===== config.mk =====
export PLATFORM = sky130hd
export DESIGN_NAME = serial_word_assembler
export DESIGN_NICKNAME = d
export VERILOG_FILES = /design/src/rtl/serial_pkg.sv /design/src/rtl/serial_word_assembler.sv
export SDC_FILE = /design/constraint.sdc
export NUM_CORES = 1
export LEC_CHECK = 0
export ABC_AREA = 0
export CORE_MARGIN = 4
export CORE_UTILIZATION = 30
export CTS_BUF_LIST = sky130_fd_sc_hd__clkbuf_4
export DETAILED_ROUTE_END_ITERATION = 7
export PLACE_DENSITY = 0.57
export SYNTH_ARGS = -nofsm -noshare
export SYNTH_HDL_FRONTEND = slang
export SYNTH_SLANG_ARGS = --single-unit

===== constraint.sdc =====
create_clock -name clk -period 1.84 [get_ports clk]
set_clock_uncertainty 0.05 [all_clocks]
set_input_delay 0.276 -clock clk [delete_from_list [all_inputs] [get_ports clk]]
set_output_delay 0.276 -clock clk [all_outputs]
set_load 0.05 [all_outputs]

===== src/rtl/serial_pkg.sv =====
// ============================================================================
// Module  : serial_pkg
// Brief   : Shared types and defaults for the serial word assembler path.
// Revision: 1.0
// ============================================================================
`default_nettype none

package serial_pkg;

  localparam int DEFAULT_WIDTH = 8;

  typedef enum logic {
    OUT_EMPTY = 1'b0,
    OUT_FULL  = 1'b1
  } out_state_t;

  typedef logic [DEFAULT_WIDTH-1:0] word_t;

endpackage : serial_pkg

`default_nettype wire


===== src/rtl/serial_word_assembler.sv =====
// ============================================================================
// Module  : serial_word_assembler
// Brief   : Collects a serial bit stream into words behind a valid/ready
//           output holding register.
// Revision: 1.0
// ============================================================================
`default_nettype none

module serial_word_assembler
  import serial_pkg::*;
#(
  parameter int WIDTH     = DEFAULT_WIDTH,
  parameter bit MSB_FIRST = 1'b0
) (
  input  logic                     clk,
  input  logic                     rst,
  input  logic                     clear,
  input  logic                     in_valid,
  input  logic                     in_bit,
  output logic                     in_ready,
  output logic                     out_valid,
  input  logic                     out_ready,
  output logic [WIDTH-1:0]         out_data,
  output logic [$clog2(WIDTH)-1:0] bit_cnt
);

  localparam int                c_CNT_W = $clog2(WIDTH);
  localparam logic [c_CNT_W-1:0] c_LAST  = c_CNT_W'(WIDTH - 1);
  localparam logic [c_CNT_W-1:0] c_ONE   = c_CNT_W'(1);

  logic [WIDTH-1:0]   r_shreg;
  logic [c_CNT_W-1:0] r_cnt;
  logic [WIDTH-1:0]   r_out_data;
  out_state_t         r_state;
  out_state_t         w_state_next;

  logic [WIDTH-1:0]   w_shreg_next;
  logic               w_last;
  logic               w_in_ready;
  logic               w_accept;
  logic               w_complete;

  generate
    if (MSB_FIRST) begin : g_msb_first
      assign w_shreg_next = {r_shreg[WIDTH-2:0], in_bit};
    end else begin : g_lsb_first
      assign w_shreg_next = {in_bit, r_shreg[WIDTH-1:1]};
    end
  endgenerate

  // Only the completing bit stalls while an unconsumed word is held.
  assign w_last     = (r_cnt == c_LAST);
  assign w_in_ready = !((r_state == OUT_FULL) && !out_ready && w_last);
  assign w_accept   = in_valid && w_in_ready && !clear;
  assign w_complete = w_accept && w_last;

  always_ff @(posedge clk or posedge rst) begin
    if (rst) begin
      r_shreg <= '0;
      r_cnt   <= '0;
    end else if (clear) begin
      r_shreg <= '0;
      r_cnt   <= '0;
    end else if (w_accept) begin
      r_shreg <= w_shreg_next;
      r_cnt   <= w_last ? '0 : (r_cnt + c_ONE);
    end
  end

  always_ff @(posedge clk or posedge rst) begin
    if (rst) begin
      r_state    <= OUT_EMPTY;
      r_out_data <= '0;
    end else begin
      r_state <= w_state_next;
      if (w_complete) begin
        r_out_data <= w_shreg_next;
      end
    end
  end

  always_comb begin
    w_state_next = r_state;
    case (r_state)
      OUT_EMPTY: begin
        if (w_complete) begin
          w_state_next = OUT_FULL;
        end
      end
      OUT_FULL: begin
        // A completion alongside a handshake replaces the word with no bubble.
        if (!w_complete && out_ready) begin
          w_state_next = OUT_EMPTY;
        end
      end
      default: w_state_next = OUT_EMPTY;
    endcase
  end

  assign in_ready  = w_in_ready;
  assign out_valid = (r_state == OUT_FULL);
  assign out_data  = r_out_data;
  assign bit_cnt   = r_cnt;

endmodule : serial_word_assembler

`default_nettype wire

Yosys cells after proc, flatten, opt, wreduce, memory -nomap -nowiden. Cells that the tools add are included. W data, S select, Z words.

Register bits: 20. Output and inout port bits: 13.

$add $sub $neg: 1. Eq/ne operators: 1. Muxes and demuxes: 8. Bitwise operators: 1. Reductions and logical operators: 11.

Operators with widths (number): $mux W8 (2); $mux W3 (3); $logic_and A1 B1 Y1 (6); $logic_not A1 Y1 (4); $add A3 B1 Y3 const B (1); $eq A3 B3 Y1 const B (1); $mux W1 (2); $pmux W1 S2 (1); $reduce_bool A2 Y1 (1); $not A1 Y1 (1).

Logic depth before layout (Yosys ltp). Gate-level depths: netlist of run 1.

Depth after elaboration: 11. Mapped depth: 6. Gate-level depth less buffers: 5.

Worst setup path after synthesis of run 1. Ideal clock, no wire load.

Kind: reg2reg. Start: register r_cnt[0] (netlist: bit_cnt[0]). End: register r_cnt[0] (netlist: bit_cnt[0]). Library setup time: 121 ps. Arrival: 1950 ps. Path slack: -281 ps. Stages on the path, launching flop included: 7. Path buffers: 1. Clock period less this slack: 2121 ps. Cell sequence: dfrtp_1 ha_1 ha_1 nand3b_2 and2_1 buf_2 a22o_1.

Longest elaborated chain between the ends: 6.

Ends and longest elaborated chain: start: declaration (RTL line serial_word_assembler.sv:32) `logic [c_CNT_W-1:0] r_cnt;`; start signal: assignment (RTL line serial_word_assembler.sv:66) `r_cnt <= w_last ? '0 : (r_cnt + c_ONE);`; $eq A3 B3 Y1 (RTL line serial_word_assembler.sv:52) `assign w_last = (r_cnt == c_LAST);`; $logic_and A1 B1 Y1 (RTL line serial_word_assembler.sv:53) `assign w_in_ready = !((r_state == OUT_FULL) && !out_ready && w_last);`; $logic_not A1 Y1 (RTL line serial_word_assembler.sv:53); named net in_ready (RTL line serial_word_assembler.sv:20) `output logic in_ready,`; $logic_and A1 B1 Y1 (2 in a row) (RTL line serial_word_assembler.sv:54) `assign w_accept = in_valid && w_in_ready && !clear;`; $reduce_bool A2 Y1 (no line).

The timed path passes the listed nets, and every way through them passes these cells. The select of a mux whose other input is x is not followed. A chain may end at the register's enable or synchronous reset.

Worst setup path after layout of run 1.
Start: register r_out_data[7] (netlist: out_data[7]). End: output out_data[7].

RTL lines: start: declaration (RTL line serial_word_assembler.sv:33) `logic [WIDTH-1:0] r_out_data;`; start signal: assignment (RTL line serial_word_assembler.sv:77) `r_out_data <= w_shreg_next;`; end: declaration (RTL line serial_word_assembler.sv:23) `output logic [WIDTH-1:0] out_data,`.

No word-level cell between the ends.

==> results of run 1 <==
power by group through the flow:
stage          Clock, mW  Sequential [mW]  Combinational [mW]
3_5_place_dp           0            0.438              0.0670
3_3_place_gp           0            0.438              0.0665
4_1_cts            0.216            0.430              0.0674
2_1_floorplan          0            0.451              0.0249
6_report           0.202            0.430              0.0658
5_1_grt            0.232            0.432              0.0714
worst max path at each step:
stage	slack, ns	end	cells past startpoint	start
after global routing	0.002	out_data[5]	1	out_data[5]
after CTS	0.04	out_data[6]	1	out_data[6]
after global placement	0.12	out_data[5]	4	in_valid
final	0.07	out_data[7]	1	out_data[7]
after floorplan	0.007	bit_cnt[0]	6	bit_cnt[0]
after detailed placement	0.10	out_data[7]	4	in_valid
synthesized netlist by cell type (all sizes together):
cell type / n
nor2: 1
nor2b: 1
nand2b: 1
inv: 1
mux2: 8
buf: 2
a22o: 10
and2: 1
nand3b: 1
ha: 2
nand2: 2
dfrtp: 19
and3: 1
a21oi: 1
logic make-up (layout without fill, tap and decap cells):
kind of cell / after synthesis / in the layout / share of synthesized area (%)
flops: 19 / 19 / 62.0
compound gates: 11 / 11 / 12.6
mux: 8 / 8 / 11.7
simple gates: 8 / 8 / 7.83
buf+inv: 3 / 25 / 2.61
fa+ha+maj: 2 / 2 / 3.26
per-layer routing:
layer	part of all wire, %	GRT usage, %	vias up
met2	46	14.4	13
met4	0	0.993	0
met1	45	10.4	229
li1	-	-	231
met3	8.4	5.70	0
met5	0	0	-
final cells by class:
class                           instances  area [µm²]  share of cell area [%]
Timing Repair Buffer                   20         188                    18.4
Tap cell                               30        37.5                    3.69
Clock inverter                          1        5.00                   0.491
Clock buffer                            3        22.5                    2.21
Inverter                                1        3.75                   0.369
Sequential cell                        19         479                    47.1
Multi-Input combinational cell         29         283                    27.8
state kept, by name, indices dropped and copies added (netlist names):
name,flops
out_valid,1
bit_cnt,3
out_data,8
r_shreg,7
per-stage QoR:
step	hold slack (ns)	area, µm²	setup slack (ns)	power [mW]	util, %
after detailed placement	0.439	988	0.101	0.505	40.3
after floorplan	0.177	782	0.00665	0.476	-
final	0.245	1020	0.0658	0.698	41.5
after global routing	0.241	1020	0.00187	0.736	41.5
after global placement	0.437	988	0.122	0.505	40.3
after CTS	0.246	1020	0.0414	0.714	41.4
==> flow_metrics.tcl, run 1 <==
set metrics [dict create \
    switching_power_uw 165 \
    slew_headroom_pct 66.4 \
    cts_sinks 19 \
    comb_power_share_pct 9.4 \
    worstPathArrival_ns 1.45 \
    path_clk_slew_ns 0.10 \
    synth_nets 59 \
    post_cts_buffers 0 \
    place_congestion 0.660 \
    post-place-cells 99 \
    grt_max_degree 20 \
    area_growth_pct 32.8 \
    grt_usage_pct 8.95 \
    final_net_count 82 \
    layout_commonest_cell "dfrtp_1" \
    first_iter_violations 4 \
    synth.top_cell.area_share_pct 62.0 \
    hold_viol_final 0 \
    clock-root-buffer "clkbuf_4" \
    synthCells 51 \
    rsz0062_at_grt "false" \
    synth_seq_area_share_pct 62.0 \
    synth_cell_types 15 \
    start_kind "register" \
    yosys_warnings 0 \
    clock_latency_ns 0.29 \
    synth_area_leaders "dfrtp_1 62%, mux2_2 12%, a22o_1 11%" \
    regToRegEndpoint "bit_cnt[2]" \
    rows 18 \
    worstHoldPathType "in2async" \
    cts_made_buffers 3 \
    htreeDepth 1 \
    slew_violations 0 \
    cts.repair.resized 0 \
    grt_first_pass_wirelength_um 2310 \
    clk_path_buf_depth 2 \
    period_share_pct 96.4 \
    num_vias 473 \
    cp_cell_sequence "clkdlybuf4s50_1" \
    cts_tree "done" \
    dp_hpwl_um 985 \
    r2r-start "bit_cnt[0]" \
    dieArea_mm2 0.00343 \
    ioPinCount 19 \
    min_period_ns 1.77 \
    grt_pass1_vias 500 \
    status "finished clean" \
    worst_slew_pin_slew_ns 0.503 \
    cellPowerDensity_mw_per_mm2 685 \
    crit_required_ns 1.51 \
    netlist_area_um2 767 \
    io_buffers 18 \
    path_buf_inv 1 \
    ir_drop_mv 0.516 \
    endpoint_kind "output port" \
    drive_above_1_share_pct 42.5 \
    die_w_um 58.6 \
    fp.coreArea_mm2 0.00245 \
    dr.pass1.iters 3 \
    max_freq_ghz 0.564 \
    path_class "reg2out" \
    die-height_um 58.6 \
    p_seq_share_pct 61.7 \
    r2r_cells 5 \
    ctsHoldBuffers 0 \
    fill_cells 251 \
    initial_utilization_pct 31.2 \
    cp_slowest_stage_delay_ns 0.80 \
    critPathTopFamily "buffers and inverters" \
    p_leak_nw 0.552 \
    cpMaxStageDelayCell "clkdlybuf4s50_1" \
    antenna_found_initial 0 \
    rrSetupSlack_ns 0.19 \
    sw_frac_of_total_pct 23.6 \
    cap_violations 0 \
    setup_violations 0 \
    synth_top_area_cell "dfrtp_1" \
    intPower_uw 533 \
    routed_wl_um 1390 \
    globalRoute.totalOverflow 0 \
    n_antenna_cell 0 \
    synth-seq-cells 19 \
    final_cell_mix "16 x dfrtp_1, 10 x a22o_1, 10 x buf_4" \
    avgSynthCellArea_um2 15.0 \
    ant_nets 0 \
    wl_per_cell_um 13.5 \
    fin_cells 103 \
    vias_per_cell 4.59 \
    post-route-drc-count 0 \
    setup-tns-final_ns 0 \
    crit_fanout 2 \
    clockPowerShare_pct 28.9 \
]
Power figures use the tool's default switching activity.
==> run 2, diff against run 1 <==
- TNS_END_PERCENT: unset -> 100
==> results of run 2 <==
Same layout as run 1: the final DEF is identical, and so are final timing and power.
==> run 3, diff against run 2 <==
- CTS_CLUSTER_DIAMETER: unset -> 30
- GPL_TIMING_DRIVEN: unset -> 0
==> flow_metrics.tcl, run 3 (synthesis gave the netlist of run 1 again) <==
set metrics [dict create \
    status "finished clean" \
    place_congestion 0.678 \
    fp.coreArea_mm2 0.00245 \
    crit_required_ns 1.51 \
    dieArea_mm2 0.00343 \
    fill_cells 248 \
    post-route-drc-count 0 \
    period_share_pct 97.1 \
    num_vias 487 \
    ioPinCount 19 \
    worstPathArrival_ns 1.46 \
    start_kind "register" \
    grt_first_pass_wirelength_um 2460 \
    preCtsSetupSlack_ns -0.219 \
    area_growth_pct 35.2 \
    wl_per_cell_um 13.2 \
    cp_cell_sequence "clkdlybuf4s50_1" \
    r2r-start "bit_cnt[0]" \
    dr.pass1.iters 4 \
    initial_utilization_pct 31.2 \
    path_class "reg2out" \
    slew_headroom_pct 53.1 \
    clock_latency_ns 0.29 \
    first_iter_violations 2 \
    r2r_cells 5 \
    globalRoute.totalOverflow 0 \
    post_cts_buffers 0 \
    regToRegEndpoint "bit_cnt[2]" \
    cts_sinks 19 \
    grt_max_degree 20 \
    grt_pass1_vias 523 \
    cap_violations 0 \
    ir_drop_mv 0.442 \
    die_w_um 58.6 \
    setup_violations 0 \
    grt_usage_pct 9.53 \
    layout_commonest_cell "dfrtp_1" \
    cts_made_buffers 3 \
    final_cell_mix "16 x dfrtp_1, 10 x a22o_1, 9 x clkdlybuf4s50_1" \
    rsz0062_at_grt "false" \
    setup-tns-final_ns 0 \
    rrSetupSlack_ns 0.22 \
    ctsHoldBuffers 0 \
    io_buffers 18 \
    final_net_count 82 \
    vias_per_cell 4.73 \
    htreeDepth 1 \
    cellPowerDensity_mw_per_mm2 675 \
    endpoint_kind "output port" \
    antenna_found_initial 0 \
    min_period_ns 1.79 \
    worst_slew_pin_slew_ns 0.703 \
    clk_path_buf_depth 2 \
    routed_wl_um 1360 \
    n_antenna_cell 0 \
    hold_viol_final 0 \
    worstHoldPathType "in2async" \
    fin_cells 103 \
    largest_reg_flops 8 \
    p_leak_nw 0.631 \
    path_buf_inv 1 \
    drive_above_1_share_pct 31.5 \
    crit_fanout 2 \
    rows 18 \
    cp_slowest_stage_delay_ns 0.81 \
    post-place-cells 99 \
    path_clk_slew_ns 0.11 \
    max_freq_ghz 0.560 \
    die-height_um 58.6 \
    hold_slack_ns 0.328 \
    critPathTopFamily "buffers and inverters" \
    cts_tree "done" \
    cpMaxStageDelayCell "clkdlybuf4s50_1" \
    clock-root-buffer "clkbuf_4" \
    setup_ws_ns 0.0542 \
    slew_violations 0 \
    ant_nets 0 \
]
[run 3: cell types whose count changed in the layout (fill, tap and decap cells not counted)]
cell / delta
buf_4: -9
buf_6: +1
buf_12: -1
dlymetal6s2s_1: +5
clkdlybuf4s50_1: +1
buf_2: +1
dlygate4sd2_1: +2
[run 3: cell type report]
cell class | count | area (µm²) | area share, %
Timing Repair Buffer | 18 | 190 | 18.3
Tap cell | 30 | 37.5 | 3.62
Inverter | 1 | 3.75 | 0.362
Sequential cell | 19 | 479 | 46.2
Clock buffer | 3 | 22.5 | 2.17
Buffer | 2 | 16.3 | 1.57
Clock inverter | 1 | 5.00 | 0.483
Multi-Input combinational cell | 29 | 283 | 27.3
[run 3: metrics by stage]
step	area (µm²)	power, mW	util (%)
2_1_floorplan	782	0.476	-
3_3_place_gp	1000	0.504	40.7
3_5_place_dp	1000	0.505	40.7
4_1_cts	1020	0.711	41.6
5_1_grt	1040	0.737	42.3
6_report	1040	0.700	42.3
[run 3: layer usage]
metal  track usage, %  up-vias  routed length [µm]
met5                0        -                   0
met4             2.98        0                   0
met3             2.63        0                  54
met2             15.2       10                 676
met1             12.6      249                 633
li1                 -      228                   -
[run 3: repair_timing]
| item | 4_1_cts | 5_1_grt |
|---|---|---|
| endpoints found under the hold margin | 0 | 0 |
| endpoints found under the setup margin | 3 | 6 |
| cloned | 0 | 0 |
| pin swaps | 0 | 0 |
| gates resized for setup | 8 | 6 |
[run 3: how the worst max path moves through the flow]
| stage | startpoint | endpoint | slack, ns | cells past startpoint |
|---|---|---|---|---|
| after CTS | bit_cnt[1] | bit_cnt[1] | 0.02 | 1 |
| after detailed placement | bit_cnt[0] | in_ready | -0.22 | 4 |
| after global placement | bit_cnt[0] | in_ready | -0.20 | 4 |
| final | out_data[4] | out_data[4] | 0.05 | 1 |
| after floorplan | bit_cnt[0] | bit_cnt[0] | 0.007 | 6 |
| after global routing | bit_cnt[0] | in_ready | 0.004 | 4 |
[run 3: power breakdown]
group          switching (mW)  internal, mW
registers             0.00582         0.424
logic                  0.0379        0.0255
clock network           0.126        0.0807
total                   0.170         0.531
